### src/rtl/nbcac_pkg.sv
// Shared NBCAC widths, stage records and the 6->8 codeword table.
// Codewords are the 64 lowest 8-bit values that contain no 010/101 bit pattern.
package nbcac_pkg;
  localparam int NBCAC_DATA_W = 6;
  localparam int NBCAC_CODE_W = 8;
  localparam logic [NBCAC_CODE_W-1:0] NBCAC_IDLE_CODE = 8'h00;

  localparam logic [NBCAC_CODE_W-1:0] NBCAC_ENC_LUT [0:63] = '{
    8'h00, 8'h01, 8'h03, 8'h06, 8'h07, 8'h0C, 8'h0E, 8'h0F,
    8'h18, 8'h19, 8'h1C, 8'h1E, 8'h1F, 8'h30, 8'h31, 8'h33,
    8'h38, 8'h39, 8'h3C, 8'h3E, 8'h3F, 8'h60, 8'h61, 8'h63,
    8'h66, 8'h67, 8'h70, 8'h71, 8'h73, 8'h78, 8'h79, 8'h7C,
    8'h7E, 8'h7F, 8'h80, 8'h81, 8'h83, 8'h86, 8'h87, 8'h8C,
    8'h8E, 8'h8F, 8'h98, 8'h99, 8'h9C, 8'h9E, 8'h9F, 8'hC0,
    8'hC1, 8'hC3, 8'hC6, 8'hC7, 8'hCC, 8'hCE, 8'hCF, 8'hE0,
    8'hE1, 8'hE3, 8'hE6, 8'hE7, 8'hF0, 8'hF1, 8'hF3, 8'hF8
  };

  typedef struct packed {
    logic                    vld;
    logic [NBCAC_DATA_W-1:0] data;
  } s1_t;

  typedef struct packed {
    logic                    vld;
    logic [NBCAC_CODE_W-1:0] code;
  } s2_t;
endpackage

### src/rtl/nbcac_6di_decoder_core.sv
// Combinational inverse of the NBCAC table; codes outside the table decode to 0.
module nbcac_6di_decoder_core
  import nbcac_pkg::*;
(
  input  logic [NBCAC_CODE_W-1:0] i_d,
  output logic [NBCAC_DATA_W-1:0] o_v
);
  always_comb begin
    o_v = '0;
    for (int i = 0; i < 64; i++)
      if (NBCAC_ENC_LUT[i] == i_d) o_v = NBCAC_DATA_W'(i);
  end
endmodule

### src/rtl/nbcac_6di_encoder_core.sv
// Combinational 6-bit data to 8-bit NBCAC codeword map.
module nbcac_6di_encoder_core
  import nbcac_pkg::*;
(
  input  logic [NBCAC_DATA_W-1:0] i_v,
  output logic [NBCAC_CODE_W-1:0] o_d
);
  assign o_d = NBCAC_ENC_LUT[i_v];
endmodule

### src/rtl/nbcac_encoder_8.sv
// NBCAC transmit encoder: input reg S1, code reg S2, registered link output.
// NBCAC_ENC_CHECK_EN adds a decode-and-compare self check driving chk_err.
module nbcac_encoder_8
  import nbcac_pkg::*;
#(
  parameter logic [NBCAC_CODE_W-1:0] IDLE_CODE = NBCAC_IDLE_CODE,
  parameter int                      CNT_W     = 16
) (
  input  logic                    clock,
  input  logic                    rst_n,
  input  logic [NBCAC_DATA_W-1:0] datain,
  input  logic                    in_valid,
  output logic                    in_ready,
  output logic [NBCAC_CODE_W-1:0] codeout,
  output logic                    code_valid,
  input  logic                    link_ready,
  output logic [CNT_W-1:0]        sent_cnt,
  output logic                    chk_err
);
  s1_t                     r_s1;
  s2_t                     r_s2;
  logic [NBCAC_CODE_W-1:0] r_code;
  logic                    r_code_valid;
  logic [CNT_W-1:0]        r_cnt;
  logic                    w_send, w_adv, w_acc;
  logic [NBCAC_CODE_W-1:0] w_enc;

  nbcac_6di_encoder_core u_enc (.i_v(r_s1.data), .o_d(w_enc));

  assign w_send   = r_s2.vld & link_ready;
  assign w_adv    = r_s1.vld & (~r_s2.vld | w_send);
  assign in_ready = ~r_s1.vld | w_adv;
  assign w_acc    = in_valid & in_ready;

  always_ff @(posedge clock or negedge rst_n) begin
    if (!rst_n) begin
      r_s1         <= '0;
      r_s2         <= '0;
      r_code       <= IDLE_CODE;
      r_code_valid <= 1'b0;
      r_cnt        <= '0;
    end else begin
      r_s1.vld <= w_acc | (r_s1.vld & ~w_adv);
      if (w_acc) r_s1.data <= datain;
      r_s2.vld <= w_adv | (r_s2.vld & ~w_send);
      if (w_adv) r_s2.code <= w_enc;
      // codeout only moves on a send, so an idle link keeps its last codeword
      r_code_valid <= w_send;
      if (w_send) begin
        r_code <= r_s2.code;
        r_cnt  <= r_cnt + 1'b1;
      end
    end
  end

  assign codeout    = r_code;
  assign code_valid = r_code_valid;
  assign sent_cnt   = r_cnt;

`ifdef NBCAC_ENC_CHECK_EN
  logic [NBCAC_DATA_W-1:0] r_s2_data;
  logic [NBCAC_DATA_W-1:0] w_chk_dec;
  logic                    r_chk_err;

  // decode the code that is about to be driven and compare with its source word
  nbcac_6di_decoder_core u_chk_dec (.i_d(r_s2.code), .o_v(w_chk_dec));

  always_ff @(posedge clock or negedge rst_n) begin
    if (!rst_n) begin
      r_s2_data <= '0;
      r_chk_err <= 1'b0;
    end else begin
      if (w_adv) r_s2_data <= r_s1.data;
      if (w_send && (w_chk_dec != r_s2_data)) r_chk_err <= 1'b1;
    end
  end

  assign chk_err = r_chk_err;
`else
  assign chk_err = 1'b0;
`endif
endmodule
### config.mk
export PLATFORM = sky130hd
export DESIGN_NAME = nbcac_encoder_8
export DESIGN_NICKNAME = d
export VERILOG_FILES = /design/src/rtl/nbcac_pkg.sv /design/src/rtl/nbcac_6di_decoder_core.sv /design/src/rtl/nbcac_6di_encoder_core.sv /design/src/rtl/nbcac_encoder_8.sv
export SDC_FILE = /design/constraint.sdc
export NUM_CORES = 1
export LEC_CHECK = 0
export ABC_AREA = 1
export BUFFER_PORTS_ARGS = -buffer_cell sky130_fd_sc_hd__buf_2
export CORE_ASPECT_RATIO = 0.5
export CORE_UTILIZATION = 35
export CTS_CLUSTER_DIAMETER = 120
export DETAILED_ROUTE_END_ITERATION = 8
export PLACE_DENSITY = 0.66
export SETUP_SLACK_MARGIN = 0.2
export SKIP_LAST_GASP = 1
export SYNTH_ARGS = -nofsm -noshare
export SYNTH_HDL_FRONTEND = slang
export SYNTH_SLANG_ARGS = --single-unit
### constraint.sdc
create_clock -name clock -period 1.79 [get_ports clock]
set_clock_uncertainty 0.2 [all_clocks]
set_input_delay 0.2685 -clock clock [delete_from_list [all_inputs] [get_ports clock]]
set_output_delay 0.2685 -clock clock [all_outputs]
set_load 0.005 [all_outputs]
==> metrics.md <==
| Metric | Value |
|---|---|
| Ys Warns | `0` |
| CP max-delay cell | `dfrtp_2` |
| CP cell instances | `inv_4 -> ha_4 -> nand2_4 -> o21ai_1 -> nand2_1 -> nand2_1 -> nor2_2 -> nor2_1 -> nor2_1 -> nor2_1` |
| Category of the most critical setup path | `register to register` |
| Post-synth cell types | `29` |
| Die W | `118 um` |
| Via count of the first global-routing pass | `1952` |
| Clk slew on worst S/H paths | `60 ps` |
| P&R area growth vs syn | `28.3%` |
| Most common flop cell mapped by yosys | `dfrtp_1` |
| Highest routed layer | `met4` |
| Area leader, netlist | `dfrtp_1` |
| Most common cell in the synthesized netlist | `nand2_1` |
| Peak Freq | `616 MHz` |
| Mapped Nets | `331` |
| Buf/Inv on CP | `1` |
| Pins Over Slew Limit | `0` |
| Post-Synthesis Cells | `312` |
| Worst R2R End | `r_s2[1]` |
| Max-Slew Margin vs Limit | `66.4%` |
| IO Count | `37` |
| Deepest clock path buffer count | `2` |
| Gpl congestion | `0.873` |
| Crit-path max FO | `6` |
| Initial Util | `37.6%` |
| Min Tclk post-route | `1620 ps` |
| WHS Path Cells | `3` |
| Routed WL | `5.42 mm` |
| # rows | `20` |
| # Max-Cap Violations | `0` |
| First-pass GRT wire length | `9.00 mm` |
| Final instance area | `3030 um^2` |
| Clk_lat worst skew | `290 ps` |
| Worst slew pin tran | `505 ps` |
| Initial antenna violation count | `1` |
| Synthesized area per cell | `7.56 um^2` |
| Share of flip-flops with an asynchronous set or reset | `100%` |
| Ranking of synthesized cells by area | `dfrtp_1 (43%), nand2_1 (14%), nand3_1 (7.0%)` |
| Yosys reg bits | `41` |
| Layout cell share with drive strength beyond 1 | `27.0%` |
| Core ar. | `6280 um^2` |
| Estimated wirelength of the detail-placed design | `3.71 mm` |
| Worst EP required | `1770 ps` |
| Synth top area share | `43.5%` |
| Fill cells | `626` |
| Die footprint | `7090 um^2` |
| CP Launch Type | `register` |
| Top post-synthesis cells by count | `nand2_1 (91), dfrtp_1 (41), nand3_1 (33), nor2_1 (33), inv_1 (32)` |
| Final Hold Violating Endpoints | `0` |
| Sequential Area | `1030 um^2` |
| Number of diodes | `0` |
| Hold Path Class | `input pin to register` |
| CP most frequent cell | `nor2_1` |
| CTS buffer count | `5` |
| Setup slack on the worst flop-to-flop path | `170 ps` |
| DR vias/cell | `4.69` |
| Period utilization | `90.8%` |
| # H-tree levels | `2` |
| Total GRT Usage | `16.0%` |
| Final antenna-violating net count | `0` |
| Starting DRT DRC Count | `154` |
| Post-Place Cell Area | `2640 um^2` |
| Post-synth EDFFs | `0` |
| Met3 wire len | `328 um` |
| Total congestion overflow | `0` |
| CP endpoint kind | `register` |
| # clock sinks | `41` |
| Final Net Count | `388` |
| Drt wl/cell | `11.8 um` |
| Area of the multi-input gates | `1210 um^2` |
| WL met1 | `2.57 mm` |
| Pin count of the biggest net entering global routing | `42` |
| Outcome | `finished clean` |
| Cell family with most CP delay | `flip-flops` |
| DR pass1 iterations | `4` |
| Peak supply drop | `0.377 mV` |
| DR DRC count | `0` |
| Sequential area share after synthesis | `43.5%` |
| FF-to-FF path depth | `10` |
| Clock root cell | `clkbuf_16` |
| Synth Cell Area | `2360 um^2` |
| Pleak | `1.61 nW` |
| Hold path endpoint | `r_s1[4]` |
| R2R Path Start | `r_s1[0]` |
| HP Start | `datain[4]` |
| Arrival @ worst endpoint | `1600 ps` |
| Metal2 WL | `2.49 mm` |
| Cell Pwr Density | `1100 nW/um^2` |
| DR vias | `2150` |
| Worst stage delay on the critical path | `460 ps` |
| Final Core Density | `48.2%` |
| CTS tree | `built` |
| Die height | `60.1 um` |
| RSZ-0062 raised after global routing | `yes` |
| Final setup violation count | `0` |
| I/O Buffers | `35` |
| Setup TNS | `0 ps` |
## sequential cells by signal, summed over array words and instances (netlist names)
signal      flops
code_valid      1
codeout         8
r_s1            7
r_s2            9
sent_cnt       16
## power by group
group          switching [mW]  leakage (nW)  internal [mW]  total (mW)
Sequential              0.176         0.498           1.12        1.29
Combinational           0.545          1.03          0.453       0.998
Clock                   0.378        0.0842          0.660        1.04
Total                    1.10          1.61           2.23        3.33
## routing by layer
metal	vias up	global-route usage, %
li1	1100	-
met1	979	19.9
met2	67	27.0
met3	4	5.25
met4	0	5.13
met5	-	0
## worst reg2reg max path: cells and delay by family (launching register included)
family                     cells  cell delay, ps
AOI/OAI and AO/OA              1              60
adders and majority gates      1             230
buffers and inverters          1             110
DFF                            1             460
and+or+nand+nor                7             450
## per-stage QoR
stage / instances / setup WS, ps / power [mW] / hold slack, ps
after floorplan: 312 / 214 / 1.85 / -227
after global placement: 430 / 149 / 2.12 / 154
after detailed placement: 430 / 86.7 / 2.13 / 163
after CTS: 443 / 166 / 3.21 / 28.4
after global routing: 458 / 48.3 / 3.58 / 39.0
final: 458 / 166 / 3.33 / 25.0
## timing repair
item	4_1_cts	5_1_grt
gates resized for setup	11	11
hold buffers	2	0
hold endpoints to repair	42	0
pin swaps	5	10
setup endpoints to repair	8	15
setup buffers	3	14
gates cloned	0	1
## cell type report
cell class,count,area share (%)
clock buffer,5,4.13
clock inverter,3,1.45
inverter,37,5.04
multi-input combinational,226,40.0
sequential,41,34.1
tap,88,3.64
timing repair buffer,58,11.7
## kinds of logic after synthesis
kind of cell             share of synthesized area [%]
AO/OA/AOI/OAI                                     7.05
XOR/XNOR                                          2.97
adder cells (fa/ha/maj)                           4.77
buffers and inverters                             8.38
flip-flops                                        43.5
other                                            0.159
AND/OR/NAND/NOR                                   33.2
## worst max path at each step
stage / cells past startpoint / end / slack [ps] / from
6_report: 10 / r_s2[1] / 170 / r_s1[0]
2_1_floorplan: 10 / r_s2[1] / 210 / r_s1[0]
5_1_grt: 10 / r_s2[1] / 50 / r_s1[1]
3_5_place_dp: 10 / r_s2[1] / 90 / r_s1[0]
3_3_place_gp: 10 / r_s2[1] / 150 / r_s1[0]
4_1_cts: 10 / r_s2[1] / 170 / r_s1[1]
## placed cells by master, fill, tap and decap left out, types with 3 or more instances in the layout
cell type   n
nand3_2     3
nand2_4     3
dfrtp_2     5
buf_4      21
nand2_1    90
dfrtp_1    36
o21ai_0    11
inv_1      29
buf_2      35
nor2_2      3
nor2_1     31
o21ai_1     5
nand3_1    30
xor2_1      3
ha_1        5
a21oi_1    13
xnor2_1     5
clkbuf_16   5
inv_2       4
nand2_2     3
nand4_1     4
nor2_4      4
Note: power is estimated with default switching activity, not from simulation.
